--- config.mk ---
export PLATFORM = sky130hd
export DESIGN_NAME = rc5_key_load
export DESIGN_NICKNAME = d
export VERILOG_FILES = /design/src/rtl/rc5_pkg.sv /design/src/rtl/rc5_rotl_add.sv /design/src/rtl/rc5_key_load.sv
export SDC_FILE = /design/constraint.sdc
export NUM_CORES = 1
export LEC_CHECK = 0
export ABC_AREA = 1
export CORE_MARGIN = 2
export CORE_UTILIZATION = 32
export DETAILED_ROUTE_END_ITERATION = 10
export DONT_BUFFER_PORTS = 1
export SYNTH_ARGS = -nofsm -noshare
export SYNTH_HDL_FRONTEND = slang
export SYNTH_SLANG_ARGS = --single-unit
--- constraint.sdc ---
create_clock -name clk -period 2.41 [get_ports clk]
set_input_delay 0.3615 -clock clk [delete_from_list [all_inputs] [get_ports clk]]
set_output_delay 0.3615 -clock clk [all_outputs]
set_load 0.05 [all_outputs]
--- src/rtl/rc5_pkg.sv ---
// rc5_pkg: shared FSM encoding and rotate helper for the RC5 key loader.
package rc5_pkg;
    typedef enum logic [2:0] {IDLE, CLEAR, READ, OPERATE, WRITE, DONE} state_t;
    localparam int RC5_MAX_W = 256;
    // Operands arrive zero-extended to RC5_MAX_W; only the low w bits of the result are meaningful.
    function automatic logic [RC5_MAX_W-1:0] rotl8(input logic [RC5_MAX_W-1:0] x, input int w);
        return (x << 8) | (x >> (w - 8));
    endfunction
endpackage

--- src/rtl/rc5_rotl_add.sv ---
// rc5_rotl_add: combinational L word update, rotl(L, 8) plus a zero-extended key byte mod 2^W.
module rc5_rotl_add
    import rc5_pkg::*;
#(
    parameter int W = 32
) (
    input  logic [W-1:0] l_i,
    input  logic [7:0]   key_i,
    output logic [W-1:0] sum_o
);
    assign sum_o = W'(rotl8(RC5_MAX_W'(l_i), W)) + W'(key_i);
endmodule

--- src/rtl/rc5_key_load.sv ---
// rc5_key_load: RC5 key expansion front end, packs key bytes into the L word array.
// Define RC5_KEY_CLEAR_EN to zero L before loading; otherwise existing L contents are folded in.
module rc5_key_load
    import rc5_pkg::*;
#(
    parameter int B = 16,
    parameter int W = 32,
    localparam int U = W / 8,
    localparam int C = (B + U - 1) / U,
    localparam int B_LEN = (B > 1) ? $clog2(B) : 1,
    localparam int C_LEN = (C > 1) ? $clog2(C) : 1
) (
    input  logic             clk,
    input  logic             rst,
    input  logic             start,
    output logic             busy,
    output logic             done,
    output logic [B_LEN-1:0] key_address,
    input  logic [7:0]       key_sub_i,
    output logic [C_LEN-1:0] L_address,
    input  logic [W-1:0]     L_sub_i,
    output logic [W-1:0]     L_sub_i_prima,
    output logic             L_we
);
    state_t           state_q;
    logic [B_LEN-1:0] count_q, key_q;
    logic [C_LEN-1:0] la_q;
    logic [W-1:0]     lp_q, l_prima_d;
    logic             we_q, done_q, busy_q;

    function automatic logic [C_LEN-1:0] word_of(input logic [B_LEN-1:0] k);
        return C_LEN'(k / U);
    endfunction

    rc5_rotl_add #(.W(W)) u_rotl_add (
        .l_i  (L_sub_i),
        .key_i(key_sub_i),
        .sum_o(l_prima_d)
    );

    // Bytes are folded from the highest index down so each word ends up little-endian packed.
    always_ff @(posedge clk or negedge rst) begin
        if (!rst) begin
            state_q <= IDLE;
            count_q <= B_LEN'(B - 1);
            key_q   <= '0;
            la_q    <= '0;
            lp_q    <= '0;
            we_q    <= 1'b0;
            done_q  <= 1'b0;
            busy_q  <= 1'b0;
        end else begin
            we_q   <= 1'b0;
            done_q <= 1'b0;
            case (state_q)
                IDLE: if (start) begin
                    busy_q  <= 1'b1;
                    count_q <= B_LEN'(B - 1);
`ifdef RC5_KEY_CLEAR_EN
                    state_q <= CLEAR;
                    la_q    <= '0;
                    lp_q    <= '0;
                    we_q    <= 1'b1;
`else
                    state_q <= READ;
                    key_q   <= B_LEN'(B - 1);
                    la_q    <= word_of(B_LEN'(B - 1));
`endif
                end
                CLEAR: if (la_q == C_LEN'(C - 1)) begin
                    state_q <= READ;
                    key_q   <= count_q;
                    la_q    <= word_of(count_q);
                end else begin
                    la_q <= la_q + 1'b1;
                    we_q <= 1'b1;
                end
                READ: state_q <= OPERATE;
                OPERATE: begin
                    lp_q    <= l_prima_d;
                    we_q    <= 1'b1;
                    state_q <= WRITE;
                end
                WRITE: if (count_q == '0) begin
                    state_q <= DONE;
                    done_q  <= 1'b1;
                end else begin
                    count_q <= count_q - 1'b1;
                    key_q   <= count_q - 1'b1;
                    la_q    <= word_of(count_q - 1'b1);
                    state_q <= READ;
                end
                DONE: begin
                    state_q <= IDLE;
                    busy_q  <= 1'b0;
                end
                default: state_q <= IDLE;
            endcase
        end
    end

    assign busy          = busy_q;
    assign done          = done_q;
    assign key_address   = key_q;
    assign L_address     = la_q;
    assign L_sub_i_prima = lp_q;
    assign L_we          = we_q;
endmodule
### Yosys cells after proc, flatten, opt, wreduce, memory -nomap -nowiden

Cells that the tools add are included.

| storage, ports and cells | value |
|---|---|
| bits in registers | 48 |
| input bits | 43 |
| output and inout bits | 41 |
| word-level logic and storage cells | 50 |

| operators by class | value |
|---|---|
| $add $sub $neg | 3 |
| eq/ne operators | 9 |
| mux-type cells | 19 |
| bitwise gates (word level) | 1 |
| reductions and logical operators | 10 |

Operators with widths:

| operator | count |
|---|---|
| adder 32 x 8 -> 32 bit | 1 |
| OR 32 x 8 -> 32 bit | 1 |
| case mux 3 bit (5 select lines) | 1 |
| 2-to-1 mux 4 bit | 3 |
| case mux 4 bit (3 select lines) | 1 |
| 2-to-1 mux 3 bit | 3 |
| case mux 4 bit (2 select lines) | 1 |
| == test 3 x 2 -> 1 bit, second input constant | 2 |
| == test 3 bit, second input constant | 2 |
| 2-to-1 mux 2 bit | 3 |
| inequality test 2 bit, second input constant | 3 |
| case mux 2 bit (3 select lines) | 1 |
| AND reduction 3 bit | 2 |
| zero test 4 bit | 1 |
| 2-to-1 mux 1 bit | 4 |
| case mux 1 bit (2 select lines) | 2 |
| AND reduction 2 bit | 2 |
| AND reduction 4 bit | 1 |
| nonzero test 2 bit | 2 |
| subtractor 4 x 1 -> 4 bit, second input constant | 1 |
| == test 3 x 1 -> 1 bit, second input constant | 1 |
| zero test 3 bit | 1 |
| nonzero test 3 bit | 1 |
| adder 2 x 1 -> 2 bit, second input constant | 1 |
| == test 2 bit, second input constant | 1 |

### Logic depth before layout (Yosys ltp)

Gate-level depths: netlist of the first run.

| depth | value |
|---|---|
| depth after elaboration | 3 |
| mapped depth | 12 |
| depth with buffers taken out | 12 |

### By module

Synthesis of the first run repeated with hierarchy kept, for this count alone.

| unflattened totals | value |
|---|---|
| cells, all modules | 438 |
| area, all modules | 3433.3 um^2 |

Modules (own cells, without submodules):

| module | times used | cells an instance | area each (um^2) | seq. area each (um^2) |
|---|---|---|---|---|
| rc5_key_load | 1 | 172 | 2122.0 | 1206.2 |
| rc5_rotl_add | 1 | 266 | 1311.3 | 0.0 |

### Least setup slack after synthesis of the first run

OpenSTA, ideal clock, no wires.

| timing path | value |
|---|---|
| path kind | input-to-reg |
| start point | in key_sub_i[0] |
| end point | reg lp_q[20], in the netlist L_sub_i_prima[20] |
| arrival time | 1680 ps |
| slack | 612 ps |
| stages on the path | 9 |
| path through | ha_1 fa_1 nand3_1 nand3_1 nand3_1 nand2_2 a21o_1 nand3_1 nand2_1 |

| on the way | value |
|---|---|
| cells in the longest elaborated chain, start to end | 1 |

Ends and longest elaborated chain:

| item | RTL line | RTL |
|---|---|---|
| start, declared | rc5_key_load.sv:19 | `input logic [7:0] key_sub_i,` |
| adder 32 x 8 -> 32 bit | rc5_rotl_add.sv:11 | `assign sum_o = W'(rotl8(RC5_MAX_W'(l_i), W)) + W'(key_i);` |
| end signal, assigned | rc5_key_load.sv:80 | `lp_q <= l_prima_d;` |
| end, declared | rc5_key_load.sv:28 | `logic [W-1:0] lp_q, l_prima_d;` |

Every way passes these cells.
A chain may end at the register's enable or synchronous reset.

### Final worst setup path of the first run

| timing path | value |
|---|---|
| start point | reg count_q[0] |
| end point | reg la_q[0], in the netlist L_address[0] |

| on the way | value |
|---|---|
| cells in the longest elaborated chain, start to end | 3 |
| elaborated cells between the ends (all ways) | 6 |
| those cells by class | add/sub (1); eq/ne (1); mux (2); reduce/logical (2) |

Ends and longest elaborated chain:

| item | RTL line | RTL |
|---|---|---|
| start, declared | rc5_key_load.sv:26 | `logic [B_LEN-1:0] count_q, key_q;` |
| start signal, assigned | rc5_key_load.sv:45 | `count_q <= B_LEN'(B - 1);` |
| start signal, assigned | rc5_key_load.sv:58 | `count_q <= B_LEN'(B - 1);` |
| start signal, assigned | rc5_key_load.sv:88 | `count_q <= count_q - 1'b1;` |
| subtractor 4 x 1 -> 4 bit / zero test 4 bit (equally long branches) | rc5_key_load.sv:90, rc5_key_load.sv:84 |  |
| 2-to-1 mux 2 bit / inequality test 2 bit (equally long branches) | n/a |  |
| case mux 2 bit (3 select lines) / AND reduction 3 bit (equally long branches) | n/a |  |
| end signal, assigned | rc5_key_load.sv:67 | `la_q <= word_of(B_LEN'(B - 1));` |
| end signal, assigned | rc5_key_load.sv:73 | `la_q <= word_of(count_q);` |
| end signal, assigned | rc5_key_load.sv:90 | `la_q <= word_of(count_q - 1'b1);` |
| end, declared | rc5_key_load.sv:27 | `logic [C_LEN-1:0] la_q;` |

Several ways; a longest one is shown, not always the timed one. The select of a mux whose other input is x is not followed.

==> results of run 1 <==
-- cell families (layout without fill, tap and decap cells) --
logic type	after synthesis	after routing
compound gates	35	35
xor+xnor	8	8
simple gates	295	295
fa+ha+maj	11	11
buf+inv	65	71
flops	48	48
-- worst max-delay path, stage by stage (launching register included) --
cell and delay (ns):
dfstp_2 0.55, inv_1 0.07, ha_1 0.23, xnor2_1 0.14
nand2_1 0.07, clkinv_1 0.05, nor2_1 0.05, a211oi_1 0.30
nor2_1 0.09
-- layout by cell type, fill, tap and decap left out, types with 7 or more instances in the layout --
cell type,n
nand2_1,168
dfrtp_1,44
nand3_1,50
o21ai_0,11
a21oi_1,7
nor2_1,45
ha_1,10
inv_1,46
inv_2,12
xnor2_1,8
-- registers in the layout, summed over array words and instances (netlist names) --
signal         cells
L_sub_i_prima     32
count_q            4
key_address        4
state_q            3
L_address          2
L_we               1
busy               1
done               1
-- cell type report --
type | instances | area, µm²
tap | 133 | 166
timing repair buffer | 4 | 52.6
sequential | 48 | 1210
clock buffer | 5 | 68.8
inverter | 59 | 221
fill | 1057 | 6200
multi-input combinational | 349 | 1720
clock inverter | 3 | 47.5
-- metrics by stage --
step,utilization [%],worst slack [ns],hold WS [ns]
after floorplan,-,0.612,0.0659
after global placement,34.4,0.446,0.0680
after detailed placement,34.4,0.406,0.0681
after CTS,36.0,0.749,0.187
after global routing,36.0,0.580,0.207
final,36.0,0.741,0.186
-- worst max path at each step --
stage	cells past startpoint	start	to
CTS	4	L_address[1]	L_address[0]
finish	8	count_q[0]	L_address[0]
detailed placement	9	key_sub_i[0]	L_sub_i_prima[20]
floorplan	9	key_sub_i[0]	L_sub_i_prima[20]
global route	8	count_q[0]	key_address[2]
global placement	9	key_sub_i[0]	L_sub_i_prima[20]
-- power groups by stage --
stage	Clock [mW]	Sequential, mW	Combinational (mW)
after global routing	0.680	2.65	1.44
after global placement	0	2.62	1.20
final	0.622	2.59	1.24
after CTS	0.648	2.61	1.25
after floorplan	0	2.54	0.960
after detailed placement	0	2.63	1.22
-- metal layers --
metal | routed length [µm] | share of wire [%] | vias to the layer above | track usage, %
li1 | - | - | 1478 | -
met1 | 3790 | 45 | 1302 | 21.2
met2 | 3760 | 45 | 93 | 24.3
met3 | 730 | 8.7 | 10 | 4.85
met4 | 157 | 1.9 | 0 | 5.21
met5 | 0 | 0 | - | 0
-- repair_timing --
action,CTS,global route
hold endpoints to repair,48,0
hold buffers,2,0
endpoints found under the setup margin,0,0
==> metrics, run 1 <==
Max IR drop VDD 0.000613 V; clock sink count 48; FFs w/ async S/R, synth 100%; fmax 599 MHz; CTS H-Tree Depth 2; most used flip-flop cell after synthesis dfrtp_1; nets@finish 521; synth unique cells 36; RSZ-0062 raised after global routing false; Reg clk slew, reported paths 0.10 ns; Worst Hold End L_sub_i_prima[14]; r2r startpoint count_q[0]; Hold/Removal Path Class in -> reg; Clock Skews 0.00807 ns; largest family of logic cells by synthesized area simple AND/OR/NAND/NOR gates; Cells after DPL 591; switching power 2.52 mW; Routed WL 8440 µm; Fin Setup TNS 0 ns; largest net degree at the start of global routing 49; Internal 1.94 mW; Synth Area per Inst 6.86 µm²; Crit path arrival time 1.86 ns; Inserted Diodes 0; Logic pwr share 27.9%; Hold Crit Depth 2; Synth Area in Adders 4.58%; sequential share of the synthesized area 38.1%; compound-gate portion of the synthesized area 6.95%; CTS max path bufs 2; CP endpoint kind flip-flop; status complete, no violations; CP startpoint kind flip-flop; Design Power 4.46 mW; total grt overflow 0; initial core utilization 32.7%; number of global-route vias before repair 2699; first-pass GRT wire length 13700 µm; dpl hpwl 6520 µm; Leak 1.73 nW; switching part of the total 56.5%; Area growth syn-to-layout 9.95%; R2R Setup Slk 0.74 ns; # DRC 0; Worst slew margin 58.0%; Synth Cell Area 0.00317 mm²; Post-CTS Setup Inserts 0; worst r2r dst L_address[0]; die width 104 µm; Reg power frac 58.2%; area of the core 0.00968 mm²; mux cell area share after synthesis 0%; DR WL/cell 14.0 µm; IO Port Bufs 0; share of the synthesized area in the top cell type 34.8%; clock root cell clkbuf_8; Post-Synth XOR/XNOR Area 2.21%; Final Setup Violations 0; Area after DPL 0.00333 mm²; GRT Total Usage 15.8%; Yosys top cell by area dfrtp_1; top post-synthesis cells by area dfrtp_1 35%, nand2_1 20%, nand3_1 7.9%; cells on worst reg2reg path 8; GPL Wtd Cong 0.866; dominant cell by count in the synthesized netlist nand2_1; Gates resized, CTS repair 0; final instance area 0.00348 mm²; Clock Latency Late Sink 0.31 ns; I/O pin count 84; vias per cell 4.80; 1st-pass router iterations 4; synthesis-stage register bit count 48; Die H 104 µm; Min Clock Period, post-route 1.67 ns; Synth Instances 462; simple-gate share of the synthesized area 40.4%; DRT iter0 DRCs 101; row cnt 36; Final Hold Viols 0; share of cells above drive strength 1 9.62%; crit share post-route 69.2%; Worst Hold Launch L_sub_i[6]; Vias 2883; pwr dens 1280 mW/mm²; CTS buffer count 5; EDFF count, synth 0; Synth Net Count 516; Cell Count, Final, Fillers Out 601; post-route ant nets 0; Worst Path Required 2.60 ns; Synth top cells by count 168 x nand2_1, 50 x nand3_1, 46 x inv_1; synth warn 0; CTS tree built; Pins Over Slew Limit 0; Setup CP Type reg -> reg; worst-margin pin slew 0.629 ns; CP max FO 3; die area 0.0107 mm²; Max Cap Viol 0; antenna violations before repair 0; Clk pwr share 13.9%
Note: power is estimated with default switching activity, not from simulation.
==> run 2: changes to the inputs <==
==> constraint.sdc (replaced) <==
create_clock -name clk -period 1.4 [get_ports clk]
set_input_delay 0.21 -clock clk [delete_from_list [all_inputs] [get_ports clk]]
set_output_delay 0.21 -clock clk [all_outputs]
set_load 0.05 [all_outputs]
==> metrics, run 2 (synthesized netlist as in run 1, its figures left out) <==
crit share post-route 106%; vias per cell 4.72; Reg power frac 44.0%; Inserted Diodes 0; WHS 0.0483 ns; row cnt 36; CTS buffer count 5; CP max stage cell dfstp_2; largest net degree at the start of global routing 49; most common cell after layout, fill and taps aside nand2_1; Crit path arrival time 1.73 ns; CTS tree built; Pins Over Slew Limit 0; I/O pin count 84; Clock Skews 0.0160 ns; switching power 4.72 mW; max reg flops 32; Fin Setup TNS -0.392 ns; Place WS -0.213 ns; Leak 2.06 nW; RSZ-0062 raised after global routing true; Clk pwr share 11.9%; Crit path top cell by count inv_2; first-pass GRT wire length 14700 µm; die width 104 µm; most frequent cells in the layout 165 x nand2_1, 44 x nand3_1, 43 x inv_1, 43 x buf_4, 42 x nor2_1; status finished with violations; CTS H-Tree Depth 2; Area growth syn-to-layout 31.3%; Area after DPL 0.00372 mm²; Hold/Removal Path Class in -> reg; area of the core 0.00968 mm²; CP startpoint kind flip-flop; post-route ant nets 0; Worst Slack Setup Final -0.0884 ns; critical path, cell by cell inv_2, ha_4, nand3_2, nor2_2, inv_2, o211ai_4, nor2_4, nor2_1, a21oi_1; Worst Path Required 1.64 ns; dpl hpwl 6860 µm; antenna violations before repair 0; number of global-route vias before repair 3038; Max Cap Viol 0; DRT iter0 DRCs 133; nets@finish 574; Final Util 43.0%; Final Hold Viols 0; Die H 104 µm; total grt overflow 0; CTS max path bufs 2; DR WL/cell 14.6 µm; GRT Total Usage 16.8%; clock sink count 48; Setup CP Type reg -> reg; final instance area 0.00416 mm²; Layout fillers 1021; worst-margin pin slew 0.518 ns; die area 0.0107 mm²; Design Power 9.09 mW; Clock Latency Late Sink 0.31 ns; 1st-pass router iterations 5; Logic pwr share 44.1%; switching part of the total 51.9%; share of cells above drive strength 1 23.8%; Internal 4.37 mW; slowest stage delay, CP 0.55 ns; GPL Wtd Cong 0.912; Max IR drop VDD 0.000822 V; area occupied by multi-input gates 0.00185 mm²; pwr dens 2180 mW/mm²; CP max FO 6; fmax 672 MHz; Final Setup Violations 7; CP endpoint kind flip-flop; Reg clk slew, reported paths 0.10 ns; Cell Count, Final, Fillers Out 654; # DRC 0; initial core utilization 32.7%; IO Port Bufs 0; clock root cell clkbuf_8; Worst slew margin 65.5%; Min Clock Period, post-route 1.49 ns; area occupied by registers 0.00121 mm²; Cells after DPL 629; Vias 3085; failing checks setup timing; Routed WL 9570 µm
run 2: final cells by class:
type / instances / area share (%)
multi-input cells: 349 / 44.5
flip-flops and latches: 48 / 29.1
repair buffers: 57 / 14.0
inverters: 59 / 5.47
well taps: 133 / 4.00
clock buffers: 6 / 1.98
clock inverters: 2 / 0.932
run 2: critical path: cells and delay by family, from the launching register on:
kind / cells / cell delay [ns]
buf+inv: 2 / 0.12
fa+ha+maj: 1 / 0.16
flops: 1 / 0.55
simple gates: 4 / 0.35
compound gates: 2 / 0.24
run 2: power groups by stage:
| stage | logic (mW) | clock network, mW | registers [mW] |
|---|---|---|---|
| global route | 4.43 | 1.17 | 4.09 |
| detailed placement | 3.22 | 0 | 4.02 |
| finish | 4.01 | 1.08 | 4.00 |
| CTS | 3.30 | 1.12 | 4.01 |
| floorplan | 1.71 | 0 | 4.39 |
| global placement | 3.17 | 0 | 4.02 |
run 2: layer usage:
metal / vias to the layer above / GRT usage, % / wire length, µm
met3: 9 / 5.22 / 759
met4: 0 / 3.67 / 107
met5: - / 0 / 0
met1: 1403 / 21.6 / 4350
met2: 96 / 27.8 / 4360
li1: 1577 / - / -
run 2: path summary, 6_finish.rpt:
check,slack [ns],to,from,cells past startpoint
min in group asynchronous,0.41,L_we,rst,2
max in group asynchronous,0.72,count_q[1],rst,2
max,-0.09,key_address[3],count_q[1],9
min reg2reg,0.49,L_sub_i_prima[22],L_sub_i_prima[22],2
max reg2reg,-0.09,key_address[3],count_q[1],9
min,0.05,L_sub_i_prima[14],L_sub_i[6],2
run 2: what timing repair did:
item | in CTS | in global routing
hold buffers | 2 | 0
setup endpoints to repair | 9 | 34
setup buffers | 2 | 6
endpoints found under the hold margin | 48 | 0
gates resized for setup | 3 | 17
pin swaps | 2 | 5
cloned | 0 | 7
